### config.mk
export PLATFORM = sky130hd
export DESIGN_NAME = dm_bus_arbiter
export DESIGN_NICKNAME = d
export VERILOG_FILES = /design/src/rtl/dm_bus_arbiter.sv
export SDC_FILE = /design/constraint.sdc
export NUM_CORES = 1
export LEC_CHECK = 0
export CORE_AREA = 2 2 122 124
export DETAILED_ROUTE_END_ITERATION = 16
export DIE_AREA = 0 0 124 126
export GPL_TIMING_DRIVEN = 0
export PLACE_DENSITY = 0.69
export SYNTH_ARGS = -nofsm -noshare
export SYNTH_HDL_FRONTEND = slang
export SYNTH_SLANG_ARGS = --single-unit
### constraint.sdc
create_clock -name clk_i -period 2.9 [get_ports clk_i]
set_clock_uncertainty 0.2 [all_clocks]
set_input_delay 0.58 -clock clk_i [delete_from_list [all_inputs] [get_ports clk_i]]
set_output_delay 0.58 -clock clk_i [all_outputs]
set_load 0.02 [all_outputs]
### src/rtl/dm_bus_arbiter.sv
// dm_bus_arbiter: two-master data-memory arbiter, M0 priority with M1 starvation guard and bounded lock
module dm_bus_arbiter #(
  parameter int STARVE_MAX = 4,
  parameter int LOCK_MAX   = 8
) (
  input  logic        clk_i,
  input  logic        reset_i,
  input  logic        m0_req_i,
  input  logic [31:0] m0_addr_i,
  input  logic [3:0]  m0_be_i,
  input  logic [31:0] m0_wdata_i,
  output logic        m0_gnt_o,
  output logic        m0_stall_o,
  output logic        m0_rvalid_o,
  output logic [31:0] m0_rdata_o,
  input  logic        m1_req_i,
  input  logic        m1_lock_i,
  input  logic [31:0] m1_addr_i,
  input  logic [3:0]  m1_be_i,
  input  logic [31:0] m1_wdata_i,
  output logic        m1_gnt_o,
  output logic        m1_rvalid_o,
  output logic [31:0] m1_rdata_o,
  output logic        s_en_o,
  output logic [31:0] s_addr_o,
  output logic [3:0]  s_be_o,
  output logic [31:0] s_wdata_o,
  input  logic [31:0] s_rdata_i
);
  typedef enum logic [1:0] {IDLE, OWN0, OWN1} state_e;
  state_e      state_q, state_d;
  logic [3:0]  starve_q, starve_d, lock_q, lock_d;
  logic        held_q, pend0_q, pend1_q;
  logic [31:0] rd0_q, rd1_q;
  logic        lock_win, g0, g1;
  always_comb begin
    lock_win = state_q == OWN1 && held_q && m1_req_i && lock_q < 4'(LOCK_MAX);
    g1       = lock_win || (m1_req_i && starve_q >= 4'(STARVE_MAX)) || (m1_req_i && !m0_req_i);
    g0       = m0_req_i && !g1;
    state_d  = g1 ? OWN1 : g0 ? OWN0 : IDLE;
    starve_d = (g0 && m1_req_i) ? (starve_q == 4'd15 ? starve_q : starve_q + 4'd1) : 4'd0;
    lock_d   = g1 ? (lock_win ? lock_q + 4'd1 : 4'd1) : 4'd0;
  end
  assign m0_gnt_o    = g0;
  assign m1_gnt_o    = g1;
  assign m0_stall_o  = m0_req_i && !g0;
  assign s_en_o      = g0 || g1;
  assign s_addr_o    = g1 ? {m1_addr_i[31:2], 2'b00} : g0 ? {m0_addr_i[31:2], 2'b00} : 32'd0;
  assign s_be_o      = g1 ? m1_be_i : g0 ? m0_be_i : 4'd0;
  assign s_wdata_o   = g1 ? m1_wdata_i : g0 ? m0_wdata_i : 32'd0;
  assign m0_rvalid_o = pend0_q;
  assign m1_rvalid_o = pend1_q;
  // Read data passes straight through in the return cycle and is held afterwards
  assign m0_rdata_o  = pend0_q ? s_rdata_i : rd0_q;
  assign m1_rdata_o  = pend1_q ? s_rdata_i : rd1_q;
  always_ff @(posedge clk_i or posedge reset_i) begin
    if (reset_i) begin
      state_q  <= IDLE;
      starve_q <= 4'd0;
      lock_q   <= 4'd0;
      held_q   <= 1'b0;
      pend0_q  <= 1'b0;
      pend1_q  <= 1'b0;
      rd0_q    <= 32'd0;
      rd1_q    <= 32'd0;
    end else begin
      state_q  <= state_d;
      starve_q <= starve_d;
      lock_q   <= lock_d;
      held_q   <= g1 && m1_lock_i;
      pend0_q  <= g0 && m0_be_i == 4'd0;
      pend1_q  <= g1 && m1_be_i == 4'd0;
      if (pend0_q) rd0_q <= s_rdata_i;
      if (pend1_q) rd1_q <= s_rdata_i;
    end
  end
endmodule

# Yosys cells after proc, flatten, opt, wreduce, memory -nomap -nowiden
# Index checks and enable logic that the tools add are counted.
totals:
  ff_bits: 77
  out_inout_bits: 138
  wordCells: 48
op_classes:
  n_addsub: 2
  order_cmp: 2
  eq_ne: 3
  n_mux: 14
  n_reduce_logical: 19
ops:
  columns: ["cell", "n"]
  rows:
  - ["two-way mux 32 bit", 6]
  - ["two-way mux 4 bit", 6]
  - ["logical AND 1 bit", 11]
  - ["adder 4 x 1 -> 4 bit (second input constant)", 2]
  - ["zero test 4 bit", 2]
  - ["== test 4 bit (second input constant)", 1]
  - ["greater-or-equal comparator 4 x 3 -> 1 bit (second input constant)", 1]
  - ["less-than comparator 4 bit (second input constant)", 1]
  - ["zero test 1 bit", 3]
  - ["logical OR 1 bit", 3]
  - ["== test 2 bit (second input constant)", 1]
  - ["two-way mux 2 bit", 1]
  - ["!= test 2 bit (second input constant)", 1]
  - ["two-way mux 1 bit", 1]

# Longest topological paths before layout
# Gate-level depths: netlist of run 1.
logic_depth:
  ltp_word: 10
  depth_mapped: 5

# Least setup slack after synthesis of run 1
# No wires, ideal clock.
synth_timing:
  path_type: "input -> output"
  startpoint: "input port m0_req_i"
  endpoint: "output port s_wdata_o[10]"
  t_arrival_ns: 1.432
  required_ns: 2.120
  slack_ns: 0.688
  path_stages: 5
  path_buffers: 2
  path_cell_list: "inv_2 -> o31ai_4 -> buf_4 -> buf_6 -> a22o_1"
synth_via:
  elab_chain_cells: 7
synth_lines:
  columns: ["element", "line", "text"]
  rows:
  - ["start: declaration", "8", "input logic m0_req_i,"]
  - ["zero test 1 bit", "38", "g1 = lock_win || (m1_req_i && starve_q >= 4'(STARVE_MAX)) || (m1_req_i && !m0_req_i);"]
  - ["logical AND 1 bit", "38", null]
  - ["logical OR 1 bit", "38", null]
  - ["zero test 1 bit", "39", "g0 = m0_req_i && !g1;"]
  - ["logical AND 1 bit", "39", null]
  - ["two-way mux 32 bit", "50", "assign s_wdata_o = g1 ? m1_wdata_i : g0 ? m0_wdata_i : 32'd0;"]
  - ["two-way mux 32 bit *", "50", null]
  - ["end: declaration", "27", "output logic [31:0] s_wdata_o,"]
# Every way passes the cells marked *; elsewhere a longest branch is shown, timed or not.

# Worst setup path after layout of run 1
layout_timing:
  startpoint: "register starve_q[3]"
  endpoint: "output port s_wdata_o[24]"
layout_via:
  elab_chain_cells: 8
layout_lines:
  columns: ["element", "line", "text"]
  rows:
  - ["start: declaration", "32", "logic [3:0] starve_q, starve_d, lock_q, lock_d;"]
  - ["start signal: assignment", "68", "starve_q <= starve_d;"]
  - ["greater-or-equal comparator 4 x 3 -> 1 bit *", "38", null]
  - ["logical AND 1 bit *", "38", null]
  - ["logical OR 1 bit * (2 in series)", "38", null]
  - ["zero test 1 bit", "39", null]
  - ["logical AND 1 bit", "39", null]
  - ["two-way mux 32 bit", "50", null]
  - ["two-way mux 32 bit *", "50", null]
# Marks and branches as above.

==> run summary, run 1 <==
status -> finished, final reports clean
Synth Area in Compound Gates -> 0.173
DR iter-0 viols -> 136
wire length per cell -> 19.6 um
height of the die -> 126 um
Die X -> 124 um
RSZ-0062 raised after global routing -> yes
Max Cap Viol -> 0
Post-synth EDFFs -> 0
worst hold slack -> 284 ps
Max Freq -> 352 MHz
Detailed Place HPWL -> 12.8 mm
vias per cell -> 4.51
Synth Register Bits -> 77
WS Path Type -> reg2out
Avg Cell Area, Syn -> 13.5 sq um
Worst EP arrival -> 2060 ps
Setup crit start -> starve_q[3]
Syn. warnings -> 0
P_leak -> 3.16 nW
Clock Tree Buf Depth -> 2
Initial Utilization -> 0.252
Synth Area in Adders -> 0.00694
multi-input combinational cell area -> 1580 sq um
row cnt -> 44
global-route wire length before repair -> 22.5 mm
worst hold path class -> in2async
CP startpoint kind -> register
fin util -> 0.496
CORE AREA -> 14300 sq um
period utilisation layout -> 0.981
crit path max fanout -> 11
# DRC -> 0
CTS tree -> built
register area -> 1930 sq um
initial antenna violation count -> 4
main combinational cell family by area after synthesis -> multiplexers
sequential element share of the synthesized area -> 0.535
Max Slew Vio Count -> 0
fraction of layout instances using a drive strength above 1 -> 0.272
Synth Area in XOR/XNOR -> 0.00486
Total GRT Usage -> 0.192
Worst R2R End -> lock_q[0]
die area -> 15600 sq um
FF-to-FF Start -> lock_q[3]
IO Count -> 311
Final Hold Viols -> 0
area grow syn2layout -> 97.2%
worst reg2reg path depth -> 5
via count -> 3509
Worst-path clk slew -> 60 ps
power density cells -> 577 nW/um^2
antenna viol nets, final -> 0
CP Data Required Time -> 2120 ps
R2R Setup Slk -> 1220 ps
Tmin final -> 2840 ps
H-Tree Depth -> 3
Synth Area in Simple Gates -> 0.0344
Cells after Synth -> 267
largest net degree at the start of global routing -> 74
gp weighted congestion -> 0.904
Worst Setup EP -> s_wdata_o[24]
cell area after synthesis -> 3600 sq um
Clk Latency, worst-skew pair -> 320 ps
Yosys top cell area share -> 0.535
final setup fails -> 0
total CTS buffers -> 9
port buffer count -> 304
CP Capture Type -> output port
Sum Neg Setup Slack -> 0 ps
clk sinks -> 77
vias in the first global route -> 3816
Unique masters post-synth -> 29
synth top area cells -> dfrtp_1 53%, mux2_2 18%, a22o_1 16%, buf_2 2.2%, mux2_1 2.2%
DRT Wirelength -> 15.2 mm
fillcell total -> 1345
Post-synth top flop -> dfrtp_1
Yosys top cell by area -> dfrtp_1
post-synthesis mux area share -> 0.203
# nets final -> 764
total grt overflow -> 0
Max IR drop VDD -> 302 uV
drt first pass iters -> 4
clock root cell -> clkbuf_16
Async SR Flop Fraction -> 1.00
-- area by class of cell --
class | instances | area share
clock buffer | 11 | 0.0342
timing repair buffer | 312 | 0.407
sequential | 77 | 0.271
clock inverter | 4 | 0.00352
antenna | 1 | 0.000352
buffer | 21 | 0.0266
tap | 184 | 0.0324
multi-input combinational | 164 | 0.222
inverter | 4 | 0.00247
-- sequential cells by signal, indices dropped and copies added, names as in the netlist --
register and flops:
rd0_q 32, state_q 2, held_q 1, rd1_q 32, m1_rvalid_o 1, lock_q 4, m0_rvalid_o 1, starve_q 4
-- cell families after synthesis --
logic type      Yosys count
flops                    77
other cells               1
compound gates           70
buf+inv                  28
xor+xnor                  2
fa+ha+maj                 2
simple gates             22
mux                      65
-- timing repair --
action,in CTS,in global routing
pin swaps,1,3
hold buffers,0,0
resized for setup,235,36
setup buffers,7,0
hold endpoints to repair,0,0
setup endpoints to repair,128,73
-- worst min path at each step --
stage                   start  depth (start not counted)         to  slack (ps)
floorplan           lock_q[0]                          1  lock_q[0]         250
global placement    lock_q[0]                          1  lock_q[0]         260
detailed placement   rd1_q[0]                          1   rd1_q[0]         280
CTS                   reset_i                          2  rd0_q[27]         280
global route          reset_i                          2  rd0_q[27]         290
finish                reset_i                          2  rd0_q[27]         280
-- routing by layer --
layer,global-route usage,share of wire
met5,0,0.0030
met4,0.0476,0.017
met3,0.0784,0.099
met2,0.345,0.52
met1,0.208,0.36
-- critical path, stage by stage, from the launching register on --
cell,delay [ps]
dfrtp_1,390
or2_4,270
o31ai_4,330
buf_4,250
a22o_1,150
dlygate4sd2_1,340
-- synthesized netlist by cell type, types with 3 or more instances --
library cell	instances
mux2_2	57
inv_1	3
a22o_1	66
buf_2	16
nand2_1	3
dfrtp_1	77
clkbuf_1	3
nor2_1	6
mux2_1	7
and2_1	3
buf_4	3
-- power by group --
part / switching, mW / internal, mW / total, mW
registers: 0.0565 / 1.30 / 1.35
clock network: 0.401 / 0.594 / 0.996
logic: 0.837 / 0.916 / 1.75
-- per-stage QoR --
stage	cells	area (sq um)	worst slack, ps	power (mW)
after global routing	777	7100	-40.5	4.32
after floorplan	269	3610	153	2.19
after global placement	757	6880	-991	3.14
after detailed placement	758	6910	-726	3.19
final	778	7100	56.4	4.10
after CTS	778	7090	-17.0	4.15
-- cells in the final DEF (no fill, tap or decap), types with 3 or more instances in the layout --
cell and n:
buf_4 28, and2_1 3, clkdlybuf4s50_1 234, nand2_1 3, mux2_1 7, conb_1 3
buf_2 37, a22o_1 65, dfrtp_1 76, dlygate4sd2_1 16, mux2_2 57, nor2_1 6
clkbuf_16 9, buf_6 7
(Power assumes the default switching activity.)
==> inputs of run 2 (changes only) <==
--- a/config.mk
+++ b/config.mk
@@ -9,6 +9,7 @@
 export DETAILED_ROUTE_END_ITERATION = 16
 export DIE_AREA = 0 0 124 126
 export GPL_TIMING_DRIVEN = 0
+export HOLD_SLACK_MARGIN = 0.12
 export PLACE_DENSITY = 0.69
 export SYNTH_ARGS = -nofsm -noshare
 export SYNTH_HDL_FRONTEND = slang
==> results of run 2 <==
Final layout, timing and power as in run 1 (identical DEF).
